File: src/rtl/servant_spi_mem.sv
// servant_spi_mem: Wishbone-to-SPI memory bridge for the servant SoC.
// Each Wishbone access becomes one SPI frame: a command byte, then
// ADDR_BYTES address bytes (MSB first), then the data bytes.
// Reads use 0x03 and return 4 bytes. Writes use 0x02 and send only the
// span of byte lanes between the lowest and highest selected lane.
// Optional feature: define SERVANT_SPI_FAST_READ_EN to issue reads as
// FAST READ (0x0B) with one 0x00 dummy byte after the address.
module servant_spi_mem #(
  parameter int ADDR_BYTES = 3,
  parameter int CLK_DIV    = 1
) (
  input  logic        wb_clk,
  input  logic        wb_rst,
  input  logic [29:0] i_wb_adr,
  input  logic [31:0] i_wb_dat,
  input  logic [3:0]  i_wb_sel,
  input  logic        i_wb_we,
  input  logic        i_wb_cyc,
  output logic [31:0] o_wb_rdt,
  output logic        o_wb_ack,
  output logic        spi_sck,
  output logic        spi_ss,
  output logic        spi_mosi,
  input  logic        spi_miso
);

  // Handshake: i_wb_cyc acts as "valid"; it is sampled only in IDLE, and the
  // master holds it until o_wb_ack. o_wb_ack is a one-cycle completion pulse
  // that also marks o_wb_rdt as valid for reads. Changes to the request
  // inputs after the sampling edge are ignored.

  localparam int AW = 8 * ADDR_BYTES;
  localparam int FW = 72;  // longest frame: cmd + 3 addr + dummy + 4 data

`ifdef SERVANT_SPI_FAST_READ_EN
  localparam logic [7:0] RD_CMD     = 8'h0B;
  localparam int         DUMMY_BITS = 8;
`else
  localparam logic [7:0] RD_CMD     = 8'h03;
  localparam int         DUMMY_BITS = 0;
`endif
  localparam logic [7:0] WR_CMD    = 8'h02;
  localparam logic [6:0] RD_NBITS  = 7'(8 * (1 + ADDR_BYTES + 4) + DUMMY_BITS);
  localparam logic [6:0] RD_DSTART = 7'(8 * (1 + ADDR_BYTES) + DUMMY_BITS);
  localparam logic [6:0] WR_DSTART = 7'(8 * (1 + ADDR_BYTES));
  localparam logic [7:0] DIV_LAST  = 8'(CLK_DIV - 1);

  typedef enum logic [2:0] {
    S_IDLE = 3'd0,
    S_CMD  = 3'd1,
    S_ADDR = 3'd2,
    S_DATA = 3'd3,
    S_DONE = 3'd4
  } state_t;

  state_t r_state;
  state_t w_state_next;

  logic [7:0]    r_div;     // wb_clk count within the current SCK phase
  logic          r_phase;   // 0: SCK low half, 1: SCK high half
  logic [6:0]    r_bit;     // index of the bit being shifted
  logic [6:0]    r_nbits;   // frame length in bits
  logic [6:0]    r_dstart;  // first bit index of the data phase
  logic          r_we;
  logic [FW-1:0] r_shift;   // outgoing frame, left aligned
  logic [31:0]   r_rx;      // incoming read bytes, first byte in the top
  logic [31:0]   r_rdt;

  logic [31:0]   w_byte_adr;
  logic [1:0]    w_lo;
  logic [1:0]    w_hi;
  logic [1:0]    w_lo_eff;
  logic [2:0]    w_ndata;
  logic [AW-1:0] w_spi_addr;
  logic [31:0]   w_dat_shr;
  logic [31:0]   w_wdata;
  logic          w_noop;
  logic [FW-1:0] w_frame;
  logic [6:0]    w_nbits;
  logic [6:0]    w_dstart;
  logic          w_active;
  logic          w_div_end;
  logic          w_bit_end;
  logic          w_last_bit;
  logic [31:0]   w_rx_swapped;
  logic          w_unused;

  // Request decode: byte address, lane span and frame image.
  assign w_byte_adr = {i_wb_adr, 2'b00};
  assign w_unused   = ^w_byte_adr[31:AW];

  // Lowest and highest selected byte lane.
  always_comb begin
    w_lo = 2'd3;
    if (i_wb_sel[0])      w_lo = 2'd0;
    else if (i_wb_sel[1]) w_lo = 2'd1;
    else if (i_wb_sel[2]) w_lo = 2'd2;
    w_hi = 2'd0;
    if (i_wb_sel[3])      w_hi = 2'd3;
    else if (i_wb_sel[2]) w_hi = 2'd2;
    else if (i_wb_sel[1]) w_hi = 2'd1;
  end

  // Reads always start at lane 0; sel only shapes writes.
  assign w_lo_eff     = i_wb_we ? w_lo : 2'd0;
  assign w_ndata      = {1'b0, w_hi} - {1'b0, w_lo} + 3'd1;
  assign w_spi_addr   = w_byte_adr[AW-1:0] + {{(AW-2){1'b0}}, w_lo_eff};
  assign w_dat_shr    = i_wb_dat >> {w_lo, 3'b000};
  assign w_wdata      = {w_dat_shr[7:0], w_dat_shr[15:8], w_dat_shr[23:16], w_dat_shr[31:24]};
  assign w_noop       = i_wb_we && (i_wb_sel == 4'b0000);
  assign w_rx_swapped = {r_rx[7:0], r_rx[15:8], r_rx[23:16], r_rx[31:24]};

  // Frame image and length; read dummy and data slots shift out as zero.
  always_comb begin
    if (i_wb_we) begin
      w_frame  = {WR_CMD, w_spi_addr, w_wdata, {(FW - AW - 40){1'b0}}};
      w_nbits  = WR_DSTART + {1'b0, w_ndata, 3'b000};
      w_dstart = WR_DSTART;
    end else begin
      w_frame  = {RD_CMD, w_spi_addr, {(FW - AW - 8){1'b0}}};
      w_nbits  = RD_NBITS;
      w_dstart = RD_DSTART;
    end
  end

  assign w_active   = (r_state == S_CMD) || (r_state == S_ADDR) || (r_state == S_DATA);
  assign w_div_end  = (r_div == DIV_LAST);
  assign w_bit_end  = r_phase && w_div_end;
  assign w_last_bit = (r_bit == r_nbits - 7'd1);

  // State register.
  always_ff @(posedge wb_clk) begin
    if (wb_rst) r_state <= S_IDLE;
    else        r_state <= w_state_next;
  end

  // Next-state: phases advance at the end of a bit's SCK-high half.
  always_comb begin
    w_state_next = r_state;
    case (r_state)
      S_IDLE: if (i_wb_cyc) w_state_next = w_noop ? S_DONE : S_CMD;
      S_CMD:  if (w_bit_end && (r_bit == 7'd7)) w_state_next = S_ADDR;
      S_ADDR: if (w_bit_end && (r_bit == r_dstart - 7'd1)) w_state_next = S_DATA;
      S_DATA: if (w_bit_end && w_last_bit) w_state_next = S_DONE;
      S_DONE: w_state_next = S_IDLE;
      default: w_state_next = S_IDLE;
    endcase
  end

  // Outputs: pins are driven only while a frame is on the bus.
  always_comb begin
    spi_ss   = 1'b1;
    spi_sck  = 1'b0;
    spi_mosi = 1'b0;
    o_wb_ack = 1'b0;
    case (r_state)
      S_CMD, S_ADDR, S_DATA: begin
        spi_ss   = 1'b0;
        spi_sck  = r_phase;
        spi_mosi = r_shift[FW-1];
      end
      S_DONE:  o_wb_ack = 1'b1;
      default: ;
    endcase
  end

  assign o_wb_rdt = r_rdt;

  // Datapath: latch the request, time SCK, shift MOSI and capture MISO.
  always_ff @(posedge wb_clk) begin
    if (wb_rst) begin
      r_div    <= 8'd0;
      r_phase  <= 1'b0;
      r_bit    <= 7'd0;
      r_nbits  <= 7'd0;
      r_dstart <= 7'd0;
      r_we     <= 1'b0;
      r_shift  <= '0;
      r_rx     <= 32'd0;
      r_rdt    <= 32'd0;
    end else if (r_state == S_IDLE) begin
      if (i_wb_cyc) begin
        r_shift  <= w_frame;
        r_nbits  <= w_nbits;
        r_dstart <= w_dstart;
        r_we     <= i_wb_we;
        r_div    <= 8'd0;
        r_phase  <= 1'b0;
        r_bit    <= 7'd0;
      end
    end else if (w_active) begin
      if (w_div_end) begin
        r_div   <= 8'd0;
        r_phase <= ~r_phase;
        if (!r_phase) begin
          // SCK rises on this edge: sample MISO during the data phase.
          if (r_state == S_DATA) r_rx <= {r_rx[30:0], spi_miso};
        end else begin
          // SCK falls on this edge: present the next MOSI bit.
          r_shift <= r_shift << 1;
          r_bit   <= r_bit + 7'd1;
          if (w_last_bit && !r_we) r_rdt <= w_rx_swapped;
        end
      end else begin
        r_div <= r_div + 8'd1;
      end
    end
  end

endmodule
File: config.mk
export PLATFORM = sky130hd
export DESIGN_NAME = servant_spi_mem
export DESIGN_NICKNAME = d
export VERILOG_FILES = /design/src/rtl/servant_spi_mem.sv
export SDC_FILE = /design/constraint.sdc
export NUM_CORES = 1
export LEC_CHECK = 0
export BUFFER_PORTS_ARGS = -buffer_cell sky130_fd_sc_hd__buf_2
export CORE_MARGIN = 2
export CORE_UTILIZATION = 50
export DETAILED_ROUTE_END_ITERATION = 10
export GPL_TIMING_DRIVEN = 0
export PLACE_DENSITY = 0.72
export SYNTH_ARGS = -nofsm -noshare
export SYNTH_HDL_FRONTEND = slang
export SYNTH_SLANG_ARGS = --single-unit
File: constraint.sdc
create_clock -name wb_clk -period 4.74 [get_ports wb_clk]
set_input_delay 0.948 -clock wb_clk [delete_from_list [all_inputs] [get_ports wb_clk]]
set_output_delay 0.948 -clock wb_clk [all_outputs]
set_load 0.02 [all_outputs]
==> results_dict.tcl <==
set metrics [dict create \
    outcome "finished clean" \
    dpl.hpwl_microns 13200 \
    fin_tns_setup_ns 0 \
    routed_wirelength_microns 18500 \
    first_pass_iters 5 \
    maxCapViolCount 0 \
    io_pins 107 \
    grt_pass1_wl_microns 30100 \
    p_comb_share_pct 20.5 \
    ys_seq_area_share_pct 43.7 \
    clockBufferDepth 2 \
    finalSetupViolations 0 \
    io_buffers 94 \
    vias_per_cell 5.80 \
    crit_fanout 10 \
    synth_cells 875 \
    dieWidth_microns 122 \
    p_clk_share_pct 39.2 \
    fin_hold_ws_ns 0.455 \
    cp_num_buf_inv 3 \
    dp.cells 1149 \
    avgSynthCellArea_sq_um 8.01 \
    required_ns 3.79 \
    synth_edf_count 0 \
    switching_power_mw 1.15 \
    ir_drop_uv 280 \
    ys_warn_count 0 \
    finalNonFillerCells 1181 \
    startpoint_type "register" \
    cpLargestDelayFamily "buffers and inverters" \
    dpl_worst_slack_ns 1.65 \
    antenna_found_initial 0 \
    power_leakage_nw 3.12 \
    arrival_ns 1.88 \
    grt_max_degree 17 \
    synthFlopType "dfxtp_1" \
    start_util_pct 50.9 \
    layout-drive-gt1-share_pct 15.3 \
    cts_buffers 17 \
    timing.final.crit_share_pct 59.6 \
    die_h_microns 122 \
    syn_area_sq_um 7010 \
    cpPeakStageDelay_ns 0.37 \
    coreArea_sq_um 13800 \
    final_util_pct 60.5 \
    drt_iter0_drc 479 \
    p_int_mw 2.48 \
    ys_async_sr_fraction_pct 0 \
    ctsHtreeMaxLevel 4 \
    drc 0 \
    crit_chain "clkbuf_1 > o21ba_2 > inv_2 > nor2_1 > buf_2" \
    worst_pin_slew_ns 0.955 \
    grtUsageTotal_pct 25.4 \
    place_congestion 0.865 \
    grt_pass1_vias 6219 \
    power.density_nw_per_um2 436 \
    fin_crit_ns 2.83 \
    cts_resized 0 \
    rows 43 \
    area_growth_pct 18.8 \
    path_clk_slew_ns 0.06 \
    setup_slack_ns 1.91 \
    crit_type "reg -> out" \
    synthDistinctLibCells 47 \
    ant_nets 0 \
    drv_slew 0 \
    cts_setup_buffers 0 \
    rrSetupSlack_ns 1.98 \
    seq_power_share_pct 40.3 \
    vias 6850 \
    rsz0062_at_grt "false" \
    cts_num_sinks 153 \
    n_fill_cell 1297 \
    n_antenna_cell 0 \
    finalHoldViolCount 0 \
    ys_seq_elements 153 \
    sw_frac_of_total_pct 31.7 \
    wl_per_cell_microns 15.7 \
    hold_path_class "reg -> reg" \
    synth_nets 954 \
    dieArea_sq_um 15000 \
    slew_headroom_pct 35.8 \
    clock_latency_ns 0.44 \
    tritoncts "yes" \
    cp-end-kind "output pin" \
    postCtsHoldBufs 0 \
    fmax_mhz 354 \
    crit_path_top_delay_cell "clkbuf_1" \
    fin_nets 1067 \
    fin_worst_skew_ns 0.00903 \
    cts_root_buf "clkbuf_16" \
    grt-ovfl-total 0 \
]
registers in the layout (all words and copies together), names as in the netlist:
register,count
r_nbits,4
r_shift,64
r_phase,1
r_we,1
o_wb_rdt,32
r_rx,32
r_bit,7
r_state,3
r_div,8
r_dstart,1
cell families (layout without fill, tap and decap cells):
group                      after synthesis  count (layout)  synth area share (%)
muxes                                   17              17                  2.57
buffers and inverters                  100             226                  5.50
adders and majority gates                8               8                  1.43
DFF                                    153             153                  43.7
xor gates and xnor gates                13              13                  1.62
AOI/OAI and AO/OA                      222             222                  21.7
and+or+nand+nor                        362             362                  23.5
area by class of cell:
| cell class | instances | area, sq um | share of cell area (%) |
|---|---|---|---|
| multi-input cells | 622 | 3570 | 42.8 |
| flip-flops and latches | 153 | 3060 | 36.8 |
| repair buffers | 94 | 470 | 5.65 |
| clock buffers | 17 | 425 | 5.11 |
| plain buffers | 83 | 322 | 3.86 |
| well taps | 180 | 225 | 2.70 |
| clock inverters | 15 | 193 | 2.31 |
| inverters | 17 | 63.8 | 0.766 |
placed cells by master (no fill, tap or decap), drive strengths merged, types with 5 or more instances in the layout:
master,count
a22o,8
nand2,143
o31ai,34
nand3,20
buf,104
a221oi,40
a21oi,92
nor3,43
dfxtp,153
clkbuf,90
nor2,90
nand4,36
or3,5
mux2,8
mux2i,9
xnor2,7
ha,8
inv,21
a311oi,24
xor2,6
o21ai,13
metrics by stage:
stage / power, mW / instance area [sq um]
4_1_cts: 3.63 / 8330
3_5_place_dp: 2.22 / 7710
2_1_floorplan: 2.01 / 7010
3_3_place_gp: 2.21 / 7700
5_1_grt: 3.80 / 8330
6_report: 3.63 / 8330
final timing paths:
kind,startpoint,cells after the start,end
min reg2reg,r_shift[70]$_SDFFE_PP0P_,2,r_shift[71]$_SDFFE_PP0P_
max,r_state[1]$_SDFFE_PP0P_,5,spi_sck
min,r_shift[70]$_SDFFE_PP0P_,2,r_shift[71]$_SDFFE_PP0P_
max reg2reg,r_div[0]$_SDFFE_PP0P_,8,o_wb_rdt[23]$_SDFFE_PP0P_
synth_stat cells (2+ instances only):
cell | count | area (sq um)
mux2_2 | 8 | 90.1
a311oi_1 | 24 | 210
a221oi_1 | 40 | 350
nand4_1 | 36 | 225
and2_1 | 3 | 18.8
xnor2_1 | 7 | 61.3
nand2_1 | 143 | 537
nor2_1 | 90 | 338
nand3_1 | 20 | 100
nor4b_2 | 2 | 30.0
buf_2 | 8 | 40.0
ha_1 | 8 | 100
dfxtp_1 | 153 | 3060
and4_1 | 3 | 26.3
nor4_1 | 2 | 12.5
or2_2 | 3 | 18.8
nor3_1 | 42 | 210
a21oi_1 | 92 | 460
clkbuf_1 | 73 | 274
a31oi_1 | 2 | 12.5
or3_1 | 5 | 31.3
o31ai_1 | 34 | 255
buf_1 | 2 | 7.51
mux2i_1 | 9 | 90.1
xor2_1 | 6 | 52.6
inv_1 | 16 | 60.1
nor2b_1 | 3 | 18.8
and3b_1 | 2 | 17.5
nand2b_1 | 2 | 12.5
a22o_1 | 8 | 70.1
o21ai_0 | 13 | 65.1
tightest hold or removal path, stage by stage (launching register included):
cell,delay [ns]
dfxtp_1,0.31
nand2_1,0.05
a21oi_1,0.05
power groups by stage:
| stage | clock [mW] | combinational [mW] | sequential, mW |
|---|---|---|---|
| 2_1_floorplan | 0 | 0.533 | 1.47 |
| 3_3_place_gp | 0 | 0.721 | 1.49 |
| 3_5_place_dp | 0 | 0.733 | 1.49 |
| 4_1_cts | 1.44 | 0.735 | 1.46 |
| 5_1_grt | 1.50 | 0.827 | 1.48 |
| 6_report | 1.42 | 0.743 | 1.46 |
layer usage:
layer,wire length (microns),track usage [%],up-vias
met5,0,0,-
met4,393,9.34,0
met3,1160,5.16,32
met2,8800,42.1,211
met1,8170,32.6,3221
li1,-,-,3386
No activity file was read; power rests on OpenSTA's default activity.
